==> config.mk <==
export PLATFORM = sky130hd
export DESIGN_NAME = conv_input_interface
export DESIGN_NICKNAME = d
export VERILOG_FILES = /design/src/rtl/conv_input_interface.sv
export SDC_FILE = /design/constraint.sdc
export NUM_CORES = 2
export LEC_CHECK = 0
export ABC_CLOCK_PERIOD_IN_PS = 10770
export CAP_MARGIN = 15
export CORE_ASPECT_RATIO = 0.5
export CORE_MARGIN = 2
export CORE_UTILIZATION = 60
export DETAILED_ROUTE_END_ITERATION = 12
export MAX_ROUTING_LAYER = met4
export PLACE_DENSITY = 0.81
export SLEW_MARGIN = 10
export SYNTH_ARGS = -nofsm -noshare
export SYNTH_HDL_FRONTEND = slang
export SYNTH_SLANG_ARGS = --single-unit
==> constraint.sdc <==
create_clock -name clk -period 10.77 [get_ports clk]
set_input_delay 3.231 -clock clk [delete_from_list [all_inputs] [get_ports clk]]
set_output_delay 3.231 -clock clk [all_outputs]
set_load 0.02 [all_outputs]
==> src/rtl/conv_input_interface.sv <==
// Conv layer input responder: fetches image rows into a line buffer
// and serves kernel-tap windows to the PE array on command.
//
// Ports:
//   clk, rst_n            clock, async active-low reset
//   enable                low aborts to IDLE at the next edge
//   input_interface_cmd   0 idle, 1 load row, 2 shift tap, 3 reserved
//   img_base              frame base, sampled on the frame's first LOAD
//   mem_rd_en/mem_addr    memory read port (1-cycle read latency)
//   mem_rdata             read data, one cycle after mem_rd_en
//   input_interface_ack   1 load done, 2 shift done (one-cycle pulse)
//   array_data            tap window, lane k at [k*DATA_WIDTH +: DATA_WIDTH]
//   busy                  high while a LOAD is in flight
module conv_input_interface #(
  parameter int KERNEL_SIZE  = 2,
  parameter int ARRAY_SIZE   = 6,
  parameter int IMAGE_SIZE   = 7,
  parameter int TOTAL_WEIGHT = 4,
  parameter int DATA_WIDTH   = 32,
  parameter int ADDR_WIDTH   = 8,
  parameter int CNT_WIDTH    = 3
) (
  input  logic                             clk,
  input  logic                             rst_n,
  input  logic                             enable,
  input  logic [1:0]                       input_interface_cmd,
  input  logic [ADDR_WIDTH-1:0]            img_base,
  input  logic [DATA_WIDTH-1:0]            mem_rdata,
  output logic [1:0]                       input_interface_ack,
  output logic                             mem_rd_en,
  output logic [ADDR_WIDTH-1:0]            mem_addr,
  output logic [ARRAY_SIZE*DATA_WIDTH-1:0] array_data,
  output logic                             busy
);

  localparam logic [1:0] CMD_LOAD      = 2'd1;
  localparam logic [1:0] CMD_SHIFT     = 2'd2;
  localparam logic [1:0] ACK_IDLE      = 2'd0;
  localparam logic [1:0] ACK_LOAD_FIN  = 2'd1;
  localparam logic [1:0] ACK_SHIFT_FIN = 2'd2;

  localparam logic [CNT_WIDTH-1:0] COL_LAST = CNT_WIDTH'(IMAGE_SIZE - 1);
  localparam logic [CNT_WIDTH-1:0] ROW_LAST = CNT_WIDTH'(IMAGE_SIZE - 1);
  localparam logic [CNT_WIDTH-1:0] TAP_LAST = CNT_WIDTH'(TOTAL_WEIGHT - 1);
  localparam logic [CNT_WIDTH-1:0] KSZ      = CNT_WIDTH'(KERNEL_SIZE);

  typedef enum logic [1:0] {
    S_IDLE,
    S_READ,
    S_DRAIN,
    S_ACK
  } state_t;

  state_t state_q, state_d;

  logic [CNT_WIDTH-1:0]  row_ptr_q, row_ptr_d;
  logic [CNT_WIDTH-1:0]  col_cnt_q, col_cnt_d;
  logic [CNT_WIDTH-1:0]  tap_idx_q, tap_idx_d;
  logic [CNT_WIDTH-1:0]  cap_col_q, cap_col_d;
  logic                  cap_vld_q, cap_vld_d;
  logic [ADDR_WIDTH-1:0] base_q, base_d;
  logic [1:0]            ack_q, ack_d;

  logic [DATA_WIDTH-1:0] stg_q [IMAGE_SIZE];
  logic [DATA_WIDTH-1:0] stg_d [IMAGE_SIZE];
  logic [DATA_WIDTH-1:0] line_q [KERNEL_SIZE][IMAGE_SIZE];
  logic [DATA_WIDTH-1:0] line_d [KERNEL_SIZE][IMAGE_SIZE];

  logic [ARRAY_SIZE*DATA_WIDTH-1:0] win_q, win_d;

  logic [CNT_WIDTH-1:0]  tap_row;
  logic [CNT_WIDTH-1:0]  tap_col;
  logic [ADDR_WIDTH-1:0] rd_addr;

  assign tap_row = tap_idx_q / KSZ;
  assign tap_col = tap_idx_q % KSZ;

  assign rd_addr = base_q
                 + ADDR_WIDTH'(row_ptr_q) * ADDR_WIDTH'(IMAGE_SIZE)
                 + ADDR_WIDTH'(col_cnt_q);

  assign mem_rd_en           = (state_q == S_READ);
  assign mem_addr            = mem_rd_en ? rd_addr : '0;
  assign busy                = (state_q != S_IDLE);
  assign input_interface_ack = ack_q;
  assign array_data          = win_q;

  always_comb begin
    state_d   = state_q;
    row_ptr_d = row_ptr_q;
    col_cnt_d = col_cnt_q;
    tap_idx_d = tap_idx_q;
    cap_col_d = col_cnt_q;
    cap_vld_d = 1'b0;
    base_d    = base_q;
    ack_d     = ACK_IDLE;
    stg_d     = stg_q;
    line_d    = line_q;
    win_d     = win_q;

    // Read data trails its address by one cycle.
    for (int c = 0; c < IMAGE_SIZE; c++) begin
      if (enable && cap_vld_q && cap_col_q == CNT_WIDTH'(c)) begin
        stg_d[c] = mem_rdata;
      end
    end

    if (!enable) begin
      state_d   = S_IDLE;
      row_ptr_d = '0;
      col_cnt_d = '0;
      tap_idx_d = '0;
    end else begin
      unique case (state_q)
        S_IDLE: begin
          unique case (1'b1)
            (input_interface_cmd == CMD_LOAD): begin
              state_d   = S_READ;
              col_cnt_d = '0;
              if (row_ptr_q == '0) begin
                base_d = img_base;
              end
            end
            (input_interface_cmd == CMD_SHIFT): begin
              for (int r = 0; r < KERNEL_SIZE; r++) begin
                for (int j = 0; j < KERNEL_SIZE; j++) begin
                  if (tap_row == CNT_WIDTH'(r) &&
                      tap_col == CNT_WIDTH'(j)) begin
                    for (int k = 0; k < ARRAY_SIZE; k++) begin
                      win_d[k*DATA_WIDTH +: DATA_WIDTH] = line_q[r][j+k];
                    end
                  end
                end
              end
              ack_d     = ACK_SHIFT_FIN;
              tap_idx_d = (tap_idx_q == TAP_LAST) ? '0 : tap_idx_q + 1'b1;
            end
            default: ;
          endcase
        end
        S_READ: begin
          cap_vld_d = 1'b1;
          col_cnt_d = col_cnt_q + 1'b1;
          if (col_cnt_q == COL_LAST) begin
            state_d = S_DRAIN;
          end
        end
        S_DRAIN: begin
          // Ack is registered, so raise it here to land in the ACK cycle.
          state_d = S_ACK;
          ack_d   = ACK_LOAD_FIN;
        end
        S_ACK: begin
          for (int r = 0; r < KERNEL_SIZE - 1; r++) begin
            line_d[r] = line_q[r+1];
          end
          line_d[KERNEL_SIZE-1] = stg_q;
          tap_idx_d = '0;
          row_ptr_d = (row_ptr_q == ROW_LAST) ? '0 : row_ptr_q + 1'b1;
          state_d   = S_IDLE;
        end
        default: state_d = S_IDLE;
      endcase
    end
  end

  always_ff @(posedge clk or negedge rst_n) begin
    if (!rst_n) begin
      state_q   <= S_IDLE;
      row_ptr_q <= '0;
      col_cnt_q <= '0;
      tap_idx_q <= '0;
      cap_col_q <= '0;
      cap_vld_q <= 1'b0;
      base_q    <= '0;
      ack_q     <= ACK_IDLE;
      win_q     <= '0;
      for (int c = 0; c < IMAGE_SIZE; c++) begin
        stg_q[c] <= '0;
      end
      for (int r = 0; r < KERNEL_SIZE; r++) begin
        for (int c = 0; c < IMAGE_SIZE; c++) begin
          line_q[r][c] <= '0;
        end
      end
    end else begin
      state_q   <= state_d;
      row_ptr_q <= row_ptr_d;
      col_cnt_q <= col_cnt_d;
      tap_idx_q <= tap_idx_d;
      cap_col_q <= cap_col_d;
      cap_vld_q <= cap_vld_d;
      base_q    <= base_d;
      ack_q     <= ack_d;
      win_q     <= win_d;
      stg_q     <= stg_d;
      line_q    <= line_d;
    end
  end

endmodule

==> results.cfg <==
[global_route]
antenna_found_initial = 0
grt_pass1_wl_microns = 138000
grt_use_total = 0.2640
grt_pass1_vias = 25320
gr-total-overflow = 0
grt_max_degree = 221

[power_and_ir_drop]
p_per_area_mw_per_mm2 = 238.6
ir_worst_vdd_mv = 0.2285
power.leakage_nw = 21.24

[synth]
synthArstFlopShare = 1.000
synth_edf_count = 0
synth_cells = 2916
synthSimpleGateAreaFrac = 0.05956
synth_top_family_by_area = multiplexers
synth_cell_type_count = 48
synth_area_leaders = dfrtp_1 57%, mux2_2 19%, a211oi_1 6.8%
seq_area_frac_synth = 0.5660
ys_warn_count = 0
ys.flop_type = dfrtp_1
yosys-mux-area-fraction = 0.1947
synth-xor-area-share = 0.0004456
synth-adder-area-share = 0.01101
netlist_area_sq_mm = 0.03931
synth-seq-cells = 889
syn_nets = 2992
synth.avg_cell_area_sq_um = 13.48
synth_area_leader_cell = dfrtp_1
synth_compound_area_frac = 0.1378
synth_top_area_share = 0.5660

[worst_setup_path]
cp.buffers_inverters = 3
worstRegToRegCells = 5
crit_type = register to output pin
cp.required_ns = 7.54
max_stage_delay_ns = 0.61
cp_slowest_cell = clkdlybuf4s50_1
path_max_fanout = 7
cp.arrival_ns = 4.40
cp.depth = 10
rr_endpoint = array_data[34]
cp-start-kind = register
cpMostUsedCell = fa_1
critPathTopFamily = adder cells
r2r_start = tap_idx_q[1]
r2r_setup_slack_ns = 6.97
path_cells = fa_1, fa_1, inv_1, fa_1, inv_1, fa_1, a211oi_1, o21ai_0, nor2_1, clkdlybuf4s50_1
crit_path_end_kind = output pin

[finish]
seq_area_sq_mm = 0.02225
multi_input_area_sq_mm = 0.01592
drive_above_1_share = 0.3262
diodes = 0
final_area_sq_mm = 0.04473
finalNetCount = 3117
area_growth_pct = 13.80
fillers = 4540

[sta]
finalSetupViolations = 0
rsz0062_at_grt = false
finClkSkew_ns = 0.01854
slew_headroom = 0.1488
timing.final.crit_share = 0.7081
tightest_slew_ns = 1.277
fmax_ghz = 0.1311
hold_violations = 0
setup_tns_ns = 0
fin_crit_ns = 7.627
finalMaxSlewViolations = 0

[clock_tree]
cts-root-buf = clkbuf_16
cts_setup_buffers = 0
clkLatencyLatePin_ns = 0.62
ctsHoldBuffers = 0
clk_pin_slew_ns = 0.07
htreeDepth = 3
cts_made_buffers = 76
cts_resized = 0
cts.sinks = 889
clk_path_buf_depth = 3
cts_tree = yes

[min_path]
hold_path_class = register to register
whs_endpoint = array_data[160]
hp-start = array_data[160]
min_path_cells = 2

[drt]
wl_per_cell_microns = 21.72
via_per_inst = 6.080
drt-total-wl_microns = 86440
first_pass_iters = 5
ant_nets = 0
vias = 24200
drt_first_iter_violations = 1631
drcViolationCount = 0

[job]
cap_violations = 0

[die]
ioPinCount = 249
dieArea_sq_mm = 0.06770
fp-row-count = 66
fp.dieW_microns = 366.0
start_util = 0.6056
coreArea_sq_mm = 0.06491
die_y_microns = 185.0

[placement]
globalplace.congestion = 0.7888
dpl.hpwl_microns = 49910
postPlaceCellArea_sq_mm = 0.04219
io_buffers = 248

[run_status]
status = completed
-- power breakdown --
part	leakage (nW)	switching [mW]	internal, mW
logic	7.83	2.12	1.35
clock network	1.26	1.23	1.62
registers	12.2	0.465	3.90
-- routing by layer --
metal | up-vias | GRT usage | share of wire | wire (microns)
li1 | 10950 | - | - | -
met1 | 12710 | 0.3247 | 0.42 | 36020
met2 | 362 | 0.4590 | 0.52 | 45230
met3 | 174 | 0.03088 | 0.027 | 2302
met4 | 0 | 0.09070 | 0.033 | 2884
met5 | - | - | 0 | 0
-- cells in the final DEF, fill, tap and decap left out, types with 3 or more instances in the layout --
cell / instances
o31ai_2: 170
a21oi_1: 3
a21o_1: 3
buf_12: 10
nor2_1: 6
nand2b_1: 6
clkbuf_16: 79
bufinv_16: 7
nand3_1: 6
nand4b_1: 5
clkbuf_8: 15
clkdlybuf4s50_1: 247
fa_1: 6
clkbuf_1: 16
and2_1: 9
inv_1: 21
dfrtp_1: 887
a211oi_1: 354
clkinv_2: 14
o31ai_1: 21
nand2_1: 205
nor2_4: 4
a221oi_1: 32
ha_1: 25
nor2b_1: 194
o21ai_0: 13
mux2_1: 3
buf_4: 18
mux2_2: 675
inv_6: 3
-- final cells by class --
class / count / area share
timing repair buffer: 276 / 0.06310
tap: 884 / 0.02473
clock inverter: 23 / 0.006657
clock buffer: 110 / 0.05015
sequential: 889 / 0.4975
multi-input combinational: 1775 / 0.3558
inverter: 23 / 0.002042
-- sequential cells by signal (all words and copies together) (netlist names) --
signal,count
line_q,448
stg_q,224
array_data,192
base_q,8
cap_col_d,3
cap_col_q,3
row_ptr_q,3
tap_idx_q,3
input_interface_ack,2
state_q,2
cap_vld_q,1
-- metrics by stage --
stage	instances	total power [mW]	utilization	hold slack (ns)	setup slack, ns
4_1_cts	3980	10.75	0.6892	0.4840	3.103
3_5_place_dp	3847	7.905	0.6500	0.4694	3.783
6_report	3980	10.67	0.6892	0.4801	3.143
5_1_grt	3980	11.18	0.6892	0.5061	2.869
2_1_floorplan	2916	6.466	-	0.4219	4.446
3_3_place_gp	3847	7.808	0.6500	0.4536	3.859
-- how the worst max path moves through the flow --
stage,from,endpoint
after floorplan,row_ptr_q[2],mem_addr[5]
after global placement,row_ptr_q[2],mem_addr[5]
after detailed placement,row_ptr_q[2],mem_addr[5]
after CTS,row_ptr_q[2],mem_addr[5]
after global routing,row_ptr_q[2],mem_addr[5]
final,row_ptr_q[2],mem_addr[5]
-- Yosys cell counts (3+ instances only) --
cell,count
clkbuf_1,116
nand4b_1,5
buf_1,7
a211oi_1,354
nor2b_1,195
mux2_1,3
buf_2,85
ha_1,25
a21o_1,3
o31ai_1,21
nor2_1,10
mux2_2,675
a21oi_1,3
a221oi_1,32
inv_1,21
nand2b_1,7
nand2_1,207
o31ai_2,170
fa_1,6
buf_6,19
nand3_1,6
dfrtp_1,889
o21ai_0,13
and2_1,9
-- cells by family (layout without fill, tap and decap cells) --
logic type / count (synthesis) / after routing
flip-flops: 889 / 889
buffers and inverters: 252 / 432
adder cells (fa/ha/maj): 31 / 31
XOR/XNOR: 2 / 2
AND/OR/NAND/NOR: 455 / 455
AO/OA/AOI/OAI: 607 / 607
multiplexers: 680 / 680
-- worst reg2reg max path: cells and delay by family, from the launching register on --
kind	cells	cell delay, ns
simple gates	1	0.25
buf+inv	2	1.95
compound gates	2	0.47
flops	1	0.99
Note: power is estimated with default switching activity, not from simulation.
==> edit: new RTL, same flow settings <==
Change the parameter `CNT_WIDTH` from 3 to 6.
--- a/src/rtl/conv_input_interface.sv
+++ b/src/rtl/conv_input_interface.sv
@@ -18,7 +18,7 @@
   parameter int TOTAL_WEIGHT = 4,
   parameter int DATA_WIDTH   = 32,
   parameter int ADDR_WIDTH   = 8,
-  parameter int CNT_WIDTH    = 3
+  parameter int CNT_WIDTH    = 6
 ) (
   input  logic                             clk,
   input  logic                             rst_n,
Check against the original RTL: not settled (the Yosys comparison gave no result); the edit may change what the design does.
==> edit against the unedited design <==
Sequential cell count is 12 higher; fmax shrank 5.2%; routed wire length down 12%; largest cell class unchanged; synthesized area down 0.55%; design area rose by 0.17%; setup slack got worse by 410 ps; synthesized cell count decreased by 7.7%.
Power is not compared: it rests on default switching activity, and its combinational part moved more than twofold at a synthesized area within 25%.
==> edit: results (changes against the unedited design) <==
Status = complete, no violations (unchanged)
Post-Route WL = 76.4 mm (was 86.4 mm)
DP Area = 0.0423 sq mm (was 0.0422 sq mm)
Worst Tran Pin Value = 1120 ps (was 1280 ps)
Drt wl/cell = 20.0 um (was 21.7 um)
Synth area leaders = dfrtp_1 (58%), mux2_2 (22%), mux4_2 (3.7%) (was dfrtp_1 (57%), mux2_2 (19%), a211oi_1 (6.8%))
Mapped Cells = 2692 (was 2916)
Grt met1 use = 0.295 (was 0.325)
Post-synth top cells = dfrtp_1 (901), mux2_2 (777), mux2i_1 (131) (was dfrtp_1 (889), mux2_2 (675), a211oi_1 (354))
Area growth, synth to finish = 14.6% (was 13.8%)
Seq/Total Area, Yosys = 0.577 (was 0.566)
Detailed Place HPWL = 47.1 mm (was 49.9 mm)
Layout cells sized above 1 = 0.358 (was 0.326)
Met2 Use GR = 0.423 (was 0.459)
HP Start = array_data[143]$_DFFE_PN0P_ (was array_data[160]$_DFFE_PN0P_)
Critical Path AT = 4810 ps (was 4400 ps)
Worst slack at placement = 3370 ps (was 3780 ps)
RR Startpoint = tap_idx_q[0]$_DFFE_PN0P_ (was tap_idx_q[1]$_DFFE_PN0P_)
Grt met3 use = 0.0340 (was 0.0309)
Number of nets in the layout = 2970 (was 3117)
First-pass GRT wire length = 124 mm (was 138 mm)
Vias in the first global route = 22900 (was 25300)
Placed cell count = 3686 (was 3847)
TritonRoute pass-1 iters = 4 (was 5)
Post-synthesis cell type count = 45 (was 48)
Hold Path End = array_data[143]$_DFFE_PN0P_ (was array_data[160]$_DFFE_PN0P_)
Tot GR Track Use = 0.240 (was 0.264)
Hold Worst Slack = 477 ps (was 480 ps)
CTS Buf Count = 78 (was 76)
Clock Skews = 23.1 ps (was 18.5 ps)
Pin count of the biggest net entering global routing = 188 (was 221)
## edit: cell count changes in the layout (fill, tap and decap cells not counted), sizes merged, moves of 12 or more
| cell | change |
|---|---|
| a211oi | -319 |
| o31ai | -191 |
| mux2 | +157 |
| nor2b | -160 |
| a21oi | +71 |
| mux4 | +64 |
| a221oi | -32 |
| dfrtp | +12 |
| nand2 | -84 |
| nor2 | +34 |
| inv | +25 |
| mux2i | +129 |
| o21ai | +109 |
## edit: worst max path at each step
stage / from / to / slack [ps] / cells after the start
6_report: row_ptr_q[1]$_DFFE_PN0P_ / mem_addr[7] / 2730 / 13
5_1_grt: row_ptr_q[1]$_DFFE_PN0P_ / mem_addr[7] / 2460 / 13
4_1_cts: row_ptr_q[1]$_DFFE_PN0P_ / mem_addr[7] / 2690 / 13
3_5_place_dp: row_ptr_q[1]$_DFFE_PN0P_ / mem_addr[7] / 3370 / 13
3_3_place_gp: row_ptr_q[1]$_DFFE_PN0P_ / mem_addr[7] / 3460 / 13
2_1_floorplan: row_ptr_q[1]$_DFFE_PN0P_ / mem_addr[7] / 4080 / 12
## edit: logic make-up after synthesis
group,count (synthesis),share of synthesized area
buffers and inverters,212,0.0239
muxes,1030,0.317
DFF,901,0.577
AOI/OAI and AO/OA,247,0.0351
adders and majority gates,43,0.0165
xor gates and xnor gates,7,0.00157
and+or+nand+nor,252,0.0297
## edit: area by class of cell
| cell class | instances | share of cell area |
|---|---|---|
| multi-input cells | 1579 | 0.349 |
| flip-flops and latches | 901 | 0.503 |
| repair buffers | 275 | 0.0620 |
| clock inverters | 16 | 0.00505 |
| well taps | 884 | 0.0247 |
| inverters | 47 | 0.00394 |
| clock buffers | 114 | 0.0516 |
## edit: layer usage
metal  share of wire  routed length [um]
met1            0.42               32100
met4           0.018                1410
met5               0                   0
met3           0.023                1780
met2            0.54               41100
